<file path="src/rtl/qkv_sched_pkg.sv">
// Shared types for the Q/K/V attention sequencer: state encoding (which is
// also the externally visible phase code) and default memory depths.
package qkv_sched_pkg;

  localparam int DEF_IN_DEPTH = 32;
  localparam int DEF_W_DEPTH  = 1024;
  localparam int DEF_WD_LIMIT = 65535;

  typedef enum logic [2:0] {
    S_IDLE    = 3'd0,
    S_LOAD_IN = 3'd1,
    S_LOAD_W  = 3'd2,
    S_PROJ    = 3'd3,
    S_ATTN_GO = 3'd4,
    S_ATTN    = 3'd5,
    S_DONE    = 3'd6,
    S_ERR     = 3'd7
  } sched_state_e;

endpackage

</file>
<file path="src/rtl/qkv_attn_sched_watchdog.sv">
// Loadable up-counter for the sequencer's wait states. o_expired flags the
// cycle on which the count would reach LIMIT, so the owner leaves on that edge.
module sched_watchdog #(
  parameter int LIMIT = 65535
) (
  input  logic clk,
  input  logic rst,
  input  logic i_clear,
  input  logic i_count,
  output logic o_expired
);

  localparam int CW = $clog2(LIMIT + 1);

  logic [CW-1:0] r_cnt;

  always_ff @(posedge clk) begin
    if (rst || i_clear) begin
      r_cnt <= '0;
    end else if (i_count && !o_expired) begin
      r_cnt <= r_cnt + 1'b1;
    end
  end

  assign o_expired = i_count && (r_cnt == CW'(LIMIT - 1));

endmodule

</file>
<file path="src/rtl/qkv_attn_sched.sv">
// Run sequencer: host load of input/weight memories, projection, attention.
// Optional watchdog on the PROJ/ATTN waits is built when SCHED_WATCHDOG_EN is defined.
// Handshake: a load beat transfers on a cycle where host_valid & host_ready are
// both high; host_valid may rise without waiting for ready and ready never
// depends on valid.
module qkv_attn_sched
  import qkv_sched_pkg::*;
#(
  parameter int IN_DEPTH = DEF_IN_DEPTH,
  parameter int W_DEPTH  = DEF_W_DEPTH,
  parameter int WD_LIMIT = DEF_WD_LIMIT
) (
  input  logic                        clk,
  input  logic                        rst,
  input  logic                        host_start,
  input  logic                        host_valid,
  output logic                        host_ready,
  output logic                        init,
  output logic [$clog2(IN_DEPTH)-1:0] init_input_addr,
  output logic                        init_input_wen,
  output logic [$clog2(W_DEPTH)-1:0]  init_w_addr,
  output logic                        init_w_wen,
  output logic                        en,
  input  logic                        finished_q,
  input  logic                        finished_k,
  input  logic                        finished_v,
  output logic                        attn_start,
  input  logic                        attn_done,
  output logic                        busy,
  output logic                        done,
  output logic                        err,
  output logic [2:0]                  phase
);

  localparam int IA = $clog2(IN_DEPTH);
  localparam int WA = $clog2(W_DEPTH);
  localparam logic [IA-1:0] IN_LAST = IA'(IN_DEPTH - 1);
  localparam logic [WA-1:0] W_LAST  = WA'(W_DEPTH - 1);

  sched_state_e  r_state;
  sched_state_e  w_next;
  logic [IA-1:0] r_in_cnt;
  logic [WA-1:0] r_w_cnt;
  logic          w_accept;
  logic          w_hs;
  logic          w_in_hs;
  logic          w_w_hs;
  logic          w_all_fin;
  logic          w_wd_expired;

  assign w_accept  = ((r_state == S_IDLE) || (r_state == S_DONE)) && host_start;
  assign w_hs      = host_valid && host_ready;
  assign w_in_hs   = w_hs && (r_state == S_LOAD_IN);
  assign w_w_hs    = w_hs && (r_state == S_LOAD_W);
  assign w_all_fin = finished_q && finished_k && finished_v;

  always_ff @(posedge clk) begin
    if (rst) begin
      r_state <= S_IDLE;
    end else begin
      r_state <= w_next;
    end
  end

  // host_start is only looked at in IDLE/DONE, so it is dropped everywhere else.
  always_comb begin
    w_next = r_state;
    case (r_state)
      S_IDLE, S_DONE: if (host_start) w_next = S_LOAD_IN;
      S_LOAD_IN:      if (w_in_hs && (r_in_cnt == IN_LAST)) w_next = S_LOAD_W;
      S_LOAD_W:       if (w_w_hs && (r_w_cnt == W_LAST)) w_next = S_PROJ;
      S_PROJ: begin
        if (w_all_fin)         w_next = S_ATTN_GO;
        else if (w_wd_expired) w_next = S_ERR;
      end
      S_ATTN_GO:      w_next = S_ATTN;
      S_ATTN: begin
        if (attn_done)         w_next = S_DONE;
        else if (w_wd_expired) w_next = S_ERR;
      end
      S_ERR:          w_next = S_ERR;
      default:        w_next = S_IDLE;
    endcase
  end

  always_ff @(posedge clk) begin
    if (rst || w_accept) begin
      r_in_cnt <= '0;
      r_w_cnt  <= '0;
    end else begin
      if (w_in_hs) r_in_cnt <= (r_in_cnt == IN_LAST) ? '0 : r_in_cnt + 1'b1;
      if (w_w_hs)  r_w_cnt  <= (r_w_cnt == W_LAST) ? '0 : r_w_cnt + 1'b1;
    end
  end

`ifdef SCHED_WATCHDOG_EN
  logic w_wd_clear;
  logic w_wd_count;

  assign w_wd_count = (r_state == S_PROJ) || (r_state == S_ATTN);
  assign w_wd_clear = (w_next != r_state) && ((w_next == S_PROJ) || (w_next == S_ATTN));

  sched_watchdog #(.LIMIT(WD_LIMIT)) u_watchdog (
    .clk       (clk),
    .rst       (rst),
    .i_clear   (w_wd_clear),
    .i_count   (w_wd_count),
    .o_expired (w_wd_expired)
  );

  assign err = (r_state == S_ERR);
`else
  logic w_unused_wd;

  assign w_wd_expired = 1'b0;
  assign w_unused_wd  = (WD_LIMIT == 0);
  assign err          = 1'b0;
`endif

  assign host_ready      = (r_state == S_LOAD_IN) || (r_state == S_LOAD_W);
  assign init            = host_ready;
  assign init_input_addr = r_in_cnt;
  assign init_w_addr     = r_w_cnt;
  // Write enables follow the handshake combinationally so the beat lands on this edge.
  assign init_input_wen  = ~w_in_hs;
  assign init_w_wen      = ~w_w_hs;
  assign en              = (r_state == S_PROJ);
  assign attn_start      = (r_state == S_ATTN_GO);
  assign busy            = (r_state == S_LOAD_IN) || (r_state == S_LOAD_W) ||
                           (r_state == S_PROJ) || (r_state == S_ATTN_GO) ||
                           (r_state == S_ATTN);
  assign done            = (r_state == S_DONE);
  assign phase           = r_state;

endmodule

</file>
<file path="config.mk">
export PLATFORM = sky130hd
export DESIGN_NAME = qkv_attn_sched
export DESIGN_NICKNAME = d
export VERILOG_FILES = /design/src/rtl/qkv_sched_pkg.sv /design/src/rtl/qkv_attn_sched_watchdog.sv /design/src/rtl/qkv_attn_sched.sv
export SDC_FILE = /design/constraint.sdc
export NUM_CORES = 1
export LEC_CHECK = 0
export CORE_MARGIN = 2
export CORE_UTILIZATION = 46
export CTS_BUF_LIST = sky130_fd_sc_hd__clkbuf_8
export DETAILED_ROUTE_END_ITERATION = 8
export PLACE_DENSITY = 0.81
export SKIP_CTS_REPAIR_TIMING = 1
export SYNTH_ARGS = -nofsm -noshare
export SYNTH_HDL_FRONTEND = slang
export SYNTH_SLANG_ARGS = --single-unit
</file>
<file path="constraint.sdc">
create_clock -name clk -period 2.2 [get_ports clk]
set_input_delay 0.44 -clock clk [delete_from_list [all_inputs] [get_ports clk]]
set_output_delay 0.44 -clock clk [all_outputs]
set_load 0.02 [all_outputs]
</file>
==> Word level (Yosys, flattened, before mapping) <==
Index checks and enable logic that the tools add are counted.
{ "totals": {"register_bits": 18, "output_inout_bits": 27, "word_cells": 46} }
{ "classes": {"addsub": 2, "eq_ne": 14, "mux": 8, "bitwise_logic": 2, "n_reduce_logical": 17} }
{ "ops": {"columns": ["cell", "n"], "rows": [
  ["one-hot mux 3 bit (7 select lines)", 1],
  ["two-way mux 3 bit", 5],
  ["equality test 3 bit (second input constant)", 4],
  ["adder 10 x 1 -> 10 bit (second input constant)", 1],
  ["equality test 10 bit (second input constant)", 1],
  ["two-way mux 10 bit", 1],
  ["logical AND 1 bit", 8],
  ["!= test 2 bit (second input constant)", 4],
  ["equality test 3 x 2 -> 1 bit (second input constant)", 2],
  ["logical OR 1 bit", 6],
  ["adder 5 x 1 -> 5 bit (second input constant)", 1],
  ["equality test 5 bit (second input constant)", 1],
  ["two-way mux 5 bit", 1],
  ["AND reduction 5 bit", 1],
  ["equality test 3 x 1 -> 1 bit (second input constant)", 1],
  ["logical NOT 3 bit", 1],
  ["!= test 2 x 1 -> 1 bit (second input constant)", 1],
  ["inverter 1 bit", 2],
  ["OR reduction 2 bit", 1]
]} }

==> Longest topological paths before layout <==
Gate-level depths: netlist of the first run.
{ "depth": {"word_depth": 7, "depth_mapped": 7, "depth_no_buf": 7} }

==> Least setup slack after synthesis of the first run <==
No wires, ideal clock.
{ "synth_path": {"path_type": "register to register", "from": "reg r_in_cnt[0] (netlist: init_input_addr[0])", "to": "reg r_state[0] (netlist: phase[0])", "arrival_time_ns": 1.640, "slack_ns": 0.443, "stages_incl_launch_ff": 8, "path_buffers": 0, "synth_period_minus_slack_ns": 1.757, "cell_sequence": "dfxtp_1 > ha_1 > and3_1 > ha_1 > nand2_1 > o21ai_0 > a22oi_1 > a32o_1"} }
{ "synth_between": {"elab_chain_cells": 4} }
{ "synth_rtl": {"columns": ["item", "line", "source"], "rows": [
  ["start: declaration", "qkv_attn_sched.sv:42", "logic [IA-1:0] r_in_cnt;"],
  ["start signal: assignment", "qkv_attn_sched.sv:91", "if (w_in_hs) r_in_cnt <= (r_in_cnt == IN_LAST) ? '0 : r_in_cnt + 1'b1;"],
  ["equality test 5 bit", "qkv_attn_sched.sv:70", "S_LOAD_IN: if (w_in_hs && (r_in_cnt == IN_LAST)) w_next = S_LOAD_W;"],
  ["logical AND 1 bit", "qkv_attn_sched.sv:70", null],
  ["!= test 2 bit (no source line)", null, null],
  ["AND reduction 5 bit (no source line)", null, null],
  ["end signal: assignment", "qkv_attn_sched.sv:61", "r_state <= w_next;"],
  ["end: declaration", "qkv_attn_sched.sv:40", "sched_state_e r_state;"]
]} }
Every way passes these cells.
A chain may end at the register's enable or synchronous reset.

==> Worst setup path after layout of the first run <==
{ "layout_path": {"from": "reg r_state[1] (netlist: phase[1])", "to": "out init"} }
{ "layout_between": {"elab_chain_cells": 2, "elab_cells_between_ends": 3} }
{ "layout_rtl": {"columns": ["item", "line", "source"], "rows": [
  ["equality test 3 x 1 -> 1 bit or equality test 3 x 2 -> 1 bit (tied branches)", "qkv_attn_sched.sv:120", "assign host_ready = (r_state == S_LOAD_IN) || (r_state == S_LOAD_W);"],
  ["logical OR 1 bit *", "qkv_attn_sched.sv:120", null],
  ["end: declaration", "qkv_attn_sched.sv:18", "output logic init,"]
]} }
Every way passes the cells marked *; elsewhere a longest branch is shown, timed or not.

==> out/metrics.yaml, run 1 <==
synthXorXnorAreaFrac_pct: 8.68
track_usage_pct: 20.0
synth_fa_ha_area_share_pct: 3.72
rsz0062_at_grt: "no"
grt_pass1_vias: 958
post-dp-hpwl_mm: 1.79
die_x_um: 50.8
antenna_found_initial: 0
avgRoutedWirePerCell_um: 12.6
critical_path_arrival_ns: 1.67
synth_warnings: 0
reg2reg_setup_slack_ns: 0.26
synth_cells: 122
max_clock_freq_ghz: 0.474
synth-simple-area-share_pct: 27.2
seq_power_share_pct: 47.8
cell_internal_pwr_uw: 537
nets: 171
cts_sinks: 18
synthMuxAreaShare_pct: 1.99
cts_tree: "yes"
cts_buffers: 3
status: "finished clean"
worstPathMaxFanout: 8
drt-total-wl_mm: 2.35
synth_area_leaders: "dfxtp_1 36%, xnor2_1 6.9%, nor2_1 6.7%"
via_count: 983
clockPowerShare_pct: 38.2
firstDrtPassIters: 4
h-tree-depth: 1
synth_area_um2: 1010
finalMaxSlewViolations: 0
startpoint_type: "flip-flop"
p_per_area_nw_per_um2: 485
dpl.cell_count: 182
port_buffers: 33
gp_congestion: 0.764
yosysTopAreaCellShare_pct: 35.7
die_area_um2: 2580
postRouteAntennaNets: 0
switchingPower_uw: 160
syn_area_per_cell_um2: 8.27
p_leak_nw: 0.532
period_share_pct: 95.8
required_ns: 1.76
pin_count: 35
finalHoldViolations: 0
via_per_inst: 5.28
min_from: "init_w_addr[0]"
setup_viol: 0
insertion_delay_ns: 0.25
synth_compound_area_share_pct: 13.4
finalWorstPathRequiredPeriod_ns: 2.11
r2r_cells: 7
ys_async_sr_fraction_pct: 0
regToRegEndpoint: "phase[0]"
comb_power_share_pct: 14.0
r2r_start: "init_input_addr[0]"
initial_core_util_pct: 49.9
drc: 0
critPathKind: "flip-flop to output pin"
mappedNetlistNets: 133
yosysUniqueCellTypes: 36
grt_pass1_wl_mm: 3.89
synth-seq-cells: 18
synth_commonest_cells: "18 x dfxtp_1, 18 x nor2_1, 9 x nand2_1, 8 x xnor2_1, 7 x a21oi_1"
peakVddDrop_mv: 0.597
diodes: 0
synth_edf_count: 0
whs_path_depth: 2
grt_overflow: 0
cts_buffer_depth: 2
drt_first_iter_violations: 13
hp-class: "flip-flop to flip-flop"
fillers: 155
dieHeight_um: 50.8
cts.clk_slew.worst_paths_ns: 0.07
ys_seq_area_share_pct: 35.7
coreArea_um2: 2020
final_cells: 186
fin_skew_ns: 0.00405
postLayoutCoreUtil_pct: 71.0
area_growth_pct: 42.4
min_to: "init_w_addr[0]"
synth_top_family_by_area: "simple AND/OR/NAND/NOR gates"
rows: 16
grt_start_max_net_pins: 14
yosysTopAreaCell: "dfxtp_1"
drive_gt1_share_pct: 11.9
end_kind: "output pin"
ys_dominant_reg_cell: "dfxtp_1"
p_sw_share_pct: 22.9
cap_violations: 0
cts-root-buf: "clkbuf_8"
==> power by group through the flow <==
stage	logic (mW)	clock network (mW)	registers, mW
5_1_grt	0.105	0.281	0.334
3_5_place_dp	0.0973	0	0.341
4_1_cts	0.0983	0.270	0.333
6_report	0.0979	0.266	0.333
3_3_place_gp	0.0957	0	0.341
2_1_floorplan	0.0505	0	0.343
==> flip-flops by register name, indices dropped and copies added (netlist names) <==
signal	count
init_w_addr	10
init_input_addr	5
phase	3
==> per-stage QoR <==
stage,TNS (ns),instance area [µm²],setup slack (ns),hold slack [ns],power (mW)
floorplan,0,1010,0.443,0.512,0.394
global placement,0,1370,0.0214,0.486,0.436
detailed placement,-0.0111,1370,-0.0111,0.501,0.438
CTS,-0.0142,1430,-0.0111,0.510,0.702
global route,0,1440,0.00240,0.549,0.720
finish,0,1440,0.0920,0.511,0.697
==> routing by layer <==
metal,up-vias,global-route usage [%],wire length (µm)
li1,503,-,-
met3,4,3.80,96
met4,0,7.21,36
met5,-,0,0
met1,445,22.3,1040
met2,31,37.3,1180
==> worst max-delay path: stages (launching register included) <==
cell             delay [ns]
dfxtp_1                0.41
buf_4                  0.19
xnor2_1                0.08
nor2_1                 0.12
clkdlybuf4s50_1        0.62
==> worst max-delay path by stage <==
stage | end | from | slack (ns) | cells past startpoint
6_report | init | phase[1] | 0.09 | 4
5_1_grt | init | phase[1] | 0.002 | 4
4_1_cts | init_input_wen | host_valid | -0.01 | 4
3_5_place_dp | init_input_wen | host_valid | -0.01 | 4
3_3_place_gp | init_w_wen | host_valid | 0.02 | 4
2_1_floorplan | phase[0] | init_input_addr[0] | 0.44 | 7
==> cell usage in the layout (no fill, tap or decap), drive strengths merged, types with 6 or more instances in the layout <==
cell and n:
nor3 6, clkdlybuf4s50 30, a21oi 7, nor2 18
inv 6, nand2 9, buf 9, dfxtp 18
xnor2 8
==> area by class of cell <==
type / instances / area, µm² / area share [%]
Clock buffer: 4 / 55.1 / 3.83
Sequential cell: 18 / 362 / 25.2
Multi-Input combinational cell: 89 / 558 / 38.9
Tap cell: 27 / 33.8 / 2.35
Inverter: 6 / 22.5 / 1.57
Timing Repair Buffer: 42 / 405 / 28.2
==> cell families after synthesis <==
family                   Yosys count
adder cells (fa/ha/maj)            3
AO/OA/AOI/OAI                     20
other                              1
multiplexers                       2
buffers and inverters             15
flip-flops                        18
XOR/XNOR                          10
AND/OR/NAND/NOR                   53
Note: power is estimated with default switching activity, not from simulation.
==> run 2: changes to the inputs <==
Settings changed: CAP_MARGIN set to 15.
==> results of run 2 <==
Final layout, timing and power as in run 1 (identical DEF).
==> run 3: changes to the inputs <==
Settings changed: CTS_CLUSTER_DIAMETER set to 30.
==> results of run 3 <==
Final layout, timing and power as in run 1 (identical DEF).
